[src/rtl/edsac_pkg.sv]
// rtl/edsac_pkg.sv - shared slot index type and per-word mode encoding for the serial counter
package edsac_pkg;

    localparam int MAX_WIDTH = 64;

    // Wide enough for any legal word length; unused upper bits stay zero.
    typedef logic [$clog2(MAX_WIDTH)-1:0] slot_t;

    typedef enum logic [2:0] {
        MODE_IDLE = 3'd0,
        MODE_INC  = 3'd1,
        MODE_DEC  = 3'd2,
        MODE_LOAD = 3'd3,
        MODE_CLR  = 3'd4
    } mode_t;

    // Clear beats load, load beats counting.
    function automatic mode_t decode_mode(
        input logic i_inc_en,
        input logic i_dec,
        input logic i_load,
        input logic i_clr_neg
    );
        if (!i_clr_neg)
            return MODE_CLR;
        else if (i_load)
            return MODE_LOAD;
        else if (i_inc_en)
            return i_dec ? MODE_DEC : MODE_INC;
        else
            return MODE_IDLE;
    endfunction

endpackage

[src/rtl/delay_line.sv]
// rtl/delay_line.sv - INTERVAL-cycle single-bit delay; i_sync realigns the tap to position 0
module delay_line #(
    parameter int          INTERVAL = 1,
    parameter logic [63:0] INIT     = 64'd0
) (
    input  logic clk,
    input  logic reset_neg,
    input  logic i_sync,
    input  logic i_din,
    output logic o_dout
);

    localparam int                  PW       = (INTERVAL > 1) ? $clog2(INTERVAL) : 1;
    localparam logic [PW-1:0]       LAST_PTR = PW'(INTERVAL - 1);
    localparam logic [INTERVAL-1:0] ONE_HOT0 = INTERVAL'(1);

    logic [INTERVAL-1:0] r_mem;
    logic [PW-1:0]       r_ptr;
    logic [PW-1:0]       w_ptr;
    logic [INTERVAL-1:0] w_tap;
    logic [INTERVAL-1:0] w_mask;

    // Read-before-write at the same position yields the bit written INTERVAL cycles ago.
    assign w_ptr  = i_sync ? '0 : r_ptr;
    assign w_tap  = r_mem >> w_ptr;
    assign o_dout = w_tap[0];
    assign w_mask = ONE_HOT0 << w_ptr;

    always_ff @(posedge clk or negedge reset_neg) begin
        if (!reset_neg) begin
            r_mem <= INIT[INTERVAL-1:0];
            r_ptr <= '0;
        end else begin
            r_mem <= (r_mem & ~w_mask) | (i_din ? w_mask : '0);
            r_ptr <= (w_ptr == LAST_PTR) ? '0 : w_ptr + PW'(1);
        end
    end

endmodule

[src/rtl/serial_full_adder.sv]
// rtl/serial_full_adder.sv - one full-adder step per cycle with a registered carry
module serial_full_adder (
    input  logic clk,
    input  logic reset_neg,
    input  logic i_a,
    input  logic i_b,
    input  logic i_preset,
    input  logic i_preset_val,
    output logic o_sum,
    output logic o_cout
);

    logic r_carry;
    logic w_cin;

    assign w_cin  = i_preset ? i_preset_val : r_carry;
    assign o_sum  = i_a ^ i_b ^ w_cin;
    assign o_cout = (i_a & i_b) | (w_cin & (i_a ^ i_b));

    always_ff @(posedge clk or negedge reset_neg) begin
        if (!reset_neg)
            r_carry <= 1'b0;
        else
            r_carry <= o_cout;
    end

endmodule

[src/rtl/serial_counter.sv]
// rtl/serial_counter.sv - bit-serial recirculating counter: add/subtract STEP once per word, LSB first
module serial_counter
    import edsac_pkg::*;
#(
    parameter int          WIDTH = 18,
    parameter logic [63:0] STEP  = 64'd1,
    parameter logic [63:0] INIT  = 64'd0
) (
    input  logic             clk,
    input  logic             reset_neg,
    input  logic             d0,
    input  logic             inc_en,
    input  logic             dec,
    input  logic             load,
    input  logic             load_bit,
    input  logic             clr_neg,
    output logic             cntr,
    output logic [WIDTH-1:0] cntr_par,
    output logic             word_done,
    output logic             overflow,
    output logic             zero
);

    localparam logic [WIDTH-1:0] STEP_W    = STEP[WIDTH-1:0];
    localparam logic [WIDTH-1:0] INIT_W    = INIT[WIDTH-1:0];
    localparam logic [WIDTH-1:0] ONE_HOT0  = WIDTH'(1);
    localparam slot_t            LAST_SLOT = slot_t'(WIDTH - 1);

    slot_t            r_slot;
    slot_t            w_slot;
    mode_t            r_mode;
    mode_t            w_mode;
    logic             w_first;
    logic             w_last;
    logic             w_store_bit;
    logic             w_a;
    logic             w_b;
    logic             w_cin0;
    logic             w_sum;
    logic             w_cout;
    logic             w_wbit;
    logic [WIDTH-1:0] w_step_sh;
    logic [WIDTH-1:0] w_mask;
    logic [WIDTH-1:0] w_word;
    logic [WIDTH-1:0] r_asm;
    logic [WIDTH-1:0] r_par;
    logic             r_done;
    logic             r_ovf;
    logic             r_zero;

    assign w_slot    = d0 ? '0 : r_slot;
    assign w_first   = (w_slot == '0);
    assign w_last    = (w_slot == LAST_SLOT);
    // Controls are taken live at slot 0 so the first bit already uses the new mode.
    assign w_mode    = w_first ? decode_mode(inc_en, dec, load, clr_neg) : r_mode;
    assign w_step_sh = STEP_W >> w_slot;

    always_comb begin
        w_a    = w_store_bit;
        w_b    = 1'b0;
        w_cin0 = 1'b0;
        case (w_mode)
            MODE_INC: w_b = w_step_sh[0];
            MODE_DEC: begin
                w_b    = ~w_step_sh[0];
                w_cin0 = 1'b1;
            end
            MODE_LOAD, MODE_CLR: w_a = 1'b0;
            default: ;
        endcase
    end

    serial_full_adder u_adder (
        .clk          (clk),
        .reset_neg    (reset_neg),
        .i_a          (w_a),
        .i_b          (w_b),
        .i_preset     (w_first),
        .i_preset_val (w_cin0),
        .o_sum        (w_sum),
        .o_cout       (w_cout)
    );

    assign w_wbit = ((w_mode == MODE_LOAD) ? load_bit : w_sum) & (w_mode != MODE_CLR);
    assign w_mask = ONE_HOT0 << w_slot;
    assign w_word = (r_asm & ~w_mask) | (w_wbit ? w_mask : '0);

    delay_line #(.INTERVAL(WIDTH), .INIT(INIT)) u_store (
        .clk       (clk),
        .reset_neg (reset_neg),
        .i_sync    (d0),
        .i_din     (w_wbit),
        .o_dout    (w_store_bit)
    );

    delay_line #(.INTERVAL(1), .INIT(64'd0)) u_cntr_dly (
        .clk       (clk),
        .reset_neg (reset_neg),
        .i_sync    (1'b0),
        .i_din     (w_wbit),
        .o_dout    (cntr)
    );

    // Only a word that reaches its last slot publishes; a d0-truncated word never does.
    always_ff @(posedge clk or negedge reset_neg) begin
        if (!reset_neg) begin
            r_slot <= '0;
            r_mode <= MODE_IDLE;
            r_asm  <= '0;
            r_par  <= INIT_W;
            r_done <= 1'b0;
            r_ovf  <= 1'b0;
            r_zero <= (INIT_W == '0);
        end else begin
            r_slot <= w_last ? '0 : w_slot + slot_t'(1);
            r_mode <= w_mode;
            r_asm  <= w_word;
            r_done <= w_last;
            r_ovf  <= w_last & (((w_mode == MODE_INC) & w_cout) |
                                ((w_mode == MODE_DEC) & ~w_cout));
            if (w_last) begin
                r_par  <= w_word;
                r_zero <= (w_word == '0);
            end
        end
    end

    assign cntr_par  = r_par;
    assign word_done = r_done;
    assign overflow  = r_ovf;
    assign zero      = r_zero;

endmodule

[config.mk]
export PLATFORM = sky130hd
export DESIGN_NAME = serial_counter
export DESIGN_NICKNAME = d
export VERILOG_FILES = /design/src/rtl/edsac_pkg.sv /design/src/rtl/delay_line.sv /design/src/rtl/serial_full_adder.sv /design/src/rtl/serial_counter.sv
export SDC_FILE = /design/constraint.sdc
export NUM_CORES = 1
export LEC_CHECK = 0
export ABC_AREA = 1
export CORE_MARGIN = 5
export CORE_UTILIZATION = 35
export DETAILED_ROUTE_END_ITERATION = 7
export GPL_ROUTABILITY_DRIVEN = 0
export HOLD_SLACK_MARGIN = 0.1
export PLACE_DENSITY = 0.64
export SLEW_MARGIN = 20
export SYNTH_ARGS = -nofsm -noshare
export SYNTH_HDL_FRONTEND = slang
export SYNTH_HIERARCHICAL = 1
export SYNTH_SLANG_ARGS = --single-unit
[constraint.sdc]
create_clock -name clk -period 3.8 [get_ports clk]
set_input_delay 1.14 -clock clk [delete_from_list [all_inputs] [get_ports clk]]
set_output_delay 1.14 -clock clk [all_outputs]
set_load 0.02 [all_outputs]
==> results of run 1 <==
==> final cells by class <==
type	instances	area share [%]
repair buffers	92	16.0
flip-flops and latches	73	38.3
clock buffers	13	2.91
multi-input cells	306	34.7
inverters	50	4.14
well taps	136	3.57
clock inverters	3	0.367
==> worst max-delay path, cell delays in order <==
cell,delay (ns)
clkdlybuf4s50_1,0.48
nand2_1,0.06
a21oi_1,0.16
nand3_1,0.11
nand2_2,0.10
buf_4,0.12
nand3_2,0.08
and3_1,0.21
fa_1,0.48
nand2_2,0.08
nand2_2,0.09
buf_4,0.19
nand3_2,0.08
nand2_2,0.05
nor2_1,0.13
nand2_1,0.06
nor2_1,0.10
nand3_1,0.07
nand2_1,0.06
==> placed cells by master (no fill, tap or decap), types with 6 or more instances in the layout <==
cell / instances
clkdlybuf4s50_1: 27
nand2_2: 8
a31oi_1: 24
a21oi_1: 22
nand2_1: 97
nor2_2: 8
dfrtp_1: 72
o21ai_0: 26
nand3_1: 20
inv_1: 40
buf_4: 62
nand2_4: 6
nand3_2: 11
clkbuf_8: 9
nor2_1: 54
inv_2: 6
==> layer usage <==
layer | global-route usage, % | vias up | wire [um] | part of all wire, %
li1 | - | 1613 | - | -
met5 | 0 | - | 0 | 0
met2 | 22.9 | 55 | 3890 | 46
met3 | 2.83 | 12 | 291 | 3.4
met1 | 20.3 | 1468 | 4160 | 49
met4 | 5.53 | 0 | 130 | 1.5
==> path summary, 6_finish.rpt <==
path / from / end / slack, ns / cells past startpoint
setup / recovery: inc_en / zero / 0.25 / 19
hold / removal: zero / zero / 0.48 / 2
setup reg to reg: r_slot[0] / zero / 0.79 / 22
hold reg to reg: zero / zero / 0.48 / 2
max in group asynchronous: reset_neg / asynchronous set/reset pin / 2.42 / 2
min in group asynchronous: reset_neg / cntr_par[7] / 0.59 / 1
==> power groups by stage <==
stage               registers [mW]  logic (mW)  clock network [mW]
finish                       0.947       0.626               0.518
global route                 0.960       0.708               0.573
CTS                          0.948       0.627               0.538
detailed placement           0.962       0.613                   0
global placement             0.958       0.602                   0
floorplan                    0.950       0.402                   0
==> timing repair <==
item,in CTS,in global routing
pin swaps,0,1
endpoints found under the setup margin,41,34
gates resized for setup,5,8
cloned,0,0
==> per-stage QoR <==
stage          utilization [%]  power, mW  instance area (um2)  setup slack [ns]
2_1_floorplan                -       1.35                 3710            0.0488
3_3_place_gp              44.4       1.56                 4580            -0.563
3_5_place_dp              44.4       1.57                 4580            -0.642
4_1_cts                   46.0       2.11                 4750            0.0325
5_1_grt                   46.2       2.24                 4770            0.0322
6_report                  46.2       2.09                 4770             0.246
==> out/qor.yml, run 1 <==
synthesis:
  syn-num-nets: 455
  netlist_instances: 440
  ys_warn_count: 6
  syn-cell-area_um2: 3700
  syn-mean-instance-area_um2: 8.41
detailed_routing:
  ant_nets: 0
  post_drt_wl_per_cell_um: 12.6
  avgViaCountPerCell: 4.68
  drc_errors: 0
  drt_first_iter_violations: 137
  wirelength_um: 8470
  via_count: 3148
  drtPass1Iterations: 6
timing:
  fin_hold_ws_ns: 0.481
  tightest_slew_ns: 0.671
  timing.final.crit_share_pct: 93.5
  rsz0062_at_grt: "no"
  fmax_mhz: 281
  timing.setup.tns_ns: 0
  slew-limit-headroom_pct: 55.2
  period_minus_slack_ns: 3.55
  final-setup-viol-count: 0
  slew_viol_final: 0
  timing_hold_violations_final: 0
  skew_ns: 0.0134
pwr:
  ir_drop_mv: 0.211
  switchingPower_uw: 699
  p_leak_nw: 2.38
  p_comb_share_pct: 29.9
  clkPwrFrac_pct: 24.8
  p_per_area_nw_per_um2: 438
  intPower_mw: 1.39
  power_frac_seq_pct: 45.3
  p_sw_share_pct: 33.4
cells_and_area:
  finalNonFillerCells: 673
  synthToLayoutAreaGrowth_pct: 28.9
  drive_gt1_share_pct: 24.6
  fillers: 1009
  diodes: 0
  fin_nets: 547
  multi_input_area_um2: 1650
  regArea_um2: 1830
cts:
  cts.hold.buffers_added: 0
  insertion_delay_ns: 0.36
  cts_htree_levels: 3
  tritoncts: "built"
  cts_setup_buffers: 0
  clk_pin_slew_ns: 0.07
  cts.path.max_buffers: 2
  cts.sinks: 73
  cts_root_buf: "clkbuf_8"
  cts_buffers: 9
global_route:
  track_usage_pct: 14.7
  grt_pass1_wl_um: 15200
  antenna_found_initial: 0
  grt_max_degree: 47
  grt_pass1_vias: 3195
  grt-ovfl-total: 0
critical_path:
  start_kind: "input pin"
  critPathMaxFanout: 8
  end_kind: "register"
  critPathArrivalTime_ns: 3.85
  path_class: "in2reg"
  required_ns: 4.10
placed_design:
  place_hpwl_um: 6290
  dp.cells: 657
  numPortBuffers: 29
min_path:
  hp-class: "reg2reg"
die:
  die_y_um: 113
  die-area_um2: 12700
  die-width_um: 113
  rows: 37
  core_um2: 10300
  num_io_pins: 30
  initial_core_util_pct: 35.9
flow_run:
  drv_cap: 0
run_status:
  outcome: "completed"
Power figures use the tool's default switching activity.
==> run 2, diff against run 1 <==
--- a/config.mk
+++ b/config.mk
@@ -5,13 +5,13 @@
 export SDC_FILE = /design/constraint.sdc
 export NUM_CORES = 1
 export LEC_CHECK = 0
-export ABC_AREA = 1
 export CORE_MARGIN = 5
 export CORE_UTILIZATION = 35
 export DETAILED_ROUTE_END_ITERATION = 7
 export GPL_ROUTABILITY_DRIVEN = 0
 export HOLD_SLACK_MARGIN = 0.1
 export PLACE_DENSITY = 0.64
+export RECOVER_POWER = 100
 export SLEW_MARGIN = 20
 export SYNTH_ARGS = -nofsm -noshare
 export SYNTH_HDL_FRONTEND = slang
==> out/qor.yml, run 2 <==
cts:
  clk_pin_slew_ns: 0.08
  cts_htree_levels: 3
  insertion_delay_ns: 0.36
  cts.sinks: 72
  cts_root_buf: "clkbuf_8"
  cts.path.max_buffers: 2
  tritoncts: "built"
  cts_buffers: 9
die:
  die-area_um2: 12700
  initial_core_util_pct: 35.8
  die_y_um: 113
  num_io_pins: 30
  rows: 37
  die-width_um: 113
  core_um2: 10300
run_status:
  outcome: "completed"
timing:
  slew-limit-headroom_pct: 40.6
  slew_viol_final: 0
  period_minus_slack_ns: 3.76
  layout_setup_ws_ns: 0.0443
  fmax_mhz: 266
  timing.final.crit_share_pct: 98.8
  timing_hold_violations_final: 0
  rsz0062_at_grt: "yes"
  tightest_slew_ns: 0.892
  final-setup-viol-count: 0
  fin_hold_ws_ns: 0.485
  skew_ns: 0.0129
detailed_routing:
  wirelength_um: 8870
  post_drt_wl_per_cell_um: 15.4
  via_count: 2949
  ant_nets: 0
  avgViaCountPerCell: 5.13
  drtPass1Iterations: 4
  drt_first_iter_violations: 154
  drc_errors: 0
cells_and_area:
  final_cell_mix: "dfrtp_1 (71), buf_4 (49), nand2_1 (42)"
  drive_gt1_share_pct: 30.1
  synthToLayoutAreaGrowth_pct: 30.6
  fin_nets: 449
  final_common_cell: "dfrtp_1"
  diodes: 0
synthesis:
  ys_warn_count: 6
  syn-cell-area_um2: 3680
  syn-mean-instance-area_um2: 10.0
  syn-num-nets: 382
  netlist_instances: 367
critical_path:
  start_kind: "input pin"
  reg2reg_slack_ns: 0.24
  worstRegToRegCells: 12
  path_class: "in2reg"
  r2r-end: "r_asm[14]"
  critPathMaxFanout: 5
  required_ns: 4.04
  end_kind: "register"
  reg2reg_from: "r_slot[2]"
  critPathArrivalTime_ns: 3.99
global_route:
  grt_pass1_vias: 2958
  antenna_found_initial: 0
  grt_max_degree: 73
  grt_pass1_wl_um: 14800
  grt-ovfl-total: 0
  track_usage_pct: 14.3
pwr:
  p_leak_nw: 2.21
  p_per_area_nw_per_um2: 468
  ir_drop_mv: 0.219
min_path:
  hp-class: "reg2reg"
  worstHoldEndpoint: "cntr_par[14]"
  hold_depth: 2
  hp-start: "cntr_par[14]"
flow_run:
  drv_cap: 0
placed_design:
  numPortBuffers: 29
  dpl_worst_slack_ns: -0.949
  place_hpwl_um: 6060
## run 2: through the flow
step	cell area (um2)	total power [mW]	setup TNS [ns]	instances	utilization [%]
2_1_floorplan	3820	1.33	-7.61	367	-
3_3_place_gp	4370	1.50	-25.44	544	42.5
3_5_place_dp	4370	1.51	-31.75	544	42.5
4_1_cts	4650	2.24	0	568	45.2
5_1_grt	4810	2.38	-1.07	575	46.8
6_report	4810	2.25	0	575	46.8
## run 2: critical path, cell delays in order
cell	delay, ns
buf_8	0.11
nor2b_4	0.11
inv_2	0.06
ha_4	0.17
nand2_2	0.06
a221o_1	0.17
o21ai_4	0.08
buf_6	0.12
or3_4	0.39
a21oi_4	0.16
fa_1	0.46
inv_2	0.09
a311oi_2	0.05
o221ai_2	0.30
bufinv_8	0.25
mux2_4	0.26
## run 2: cell type report
class,instances,area [um2]
repair buffers,79,686
inverters,20,88.8
fillers,972,5470
clock buffers,9,124
flip-flops and latches,72,1800
well taps,136,170
multi-input cells,250,1840
repair inverters,2,15.0
clock inverters,7,80.1
## run 2: per-layer routing
layer  global-route usage (%)  vias to the layer above  part of all wire (%)
met5                        0                        -                     0
met4                     4.57                        0                   1.2
met3                     3.61                       10                   4.1
met2                     23.3                       60                    50
met1                     18.7                     1451                    44
li1                         -                     1428                     -
## run 2: repair_timing
item                                    4_1_cts  5_1_grt
setup buffers                                 5        9
pin swaps                                     4       10
gates resized for setup                       8       30
endpoints found under the setup margin       39       37
hold buffers                                  0        0
gates cloned                                  3        0
## run 2: power by group
part	switching (mW)	internal, mW	total [mW]
Sequential	0.0577	0.867	0.925
Combinational	0.368	0.332	0.700
Clock	0.317	0.311	0.628
Total	0.743	1.51	2.25
## run 2: how the worst max path moves through the flow
stage	startpoint	to	cells after the start
after CTS	dec	register	13
after floorplan	d0	register	18
after global routing	d0	register	16
after detailed placement	d0	cntr_par[16]	15
after global placement	d0	cntr_par[16]	15
final	d0	register	16
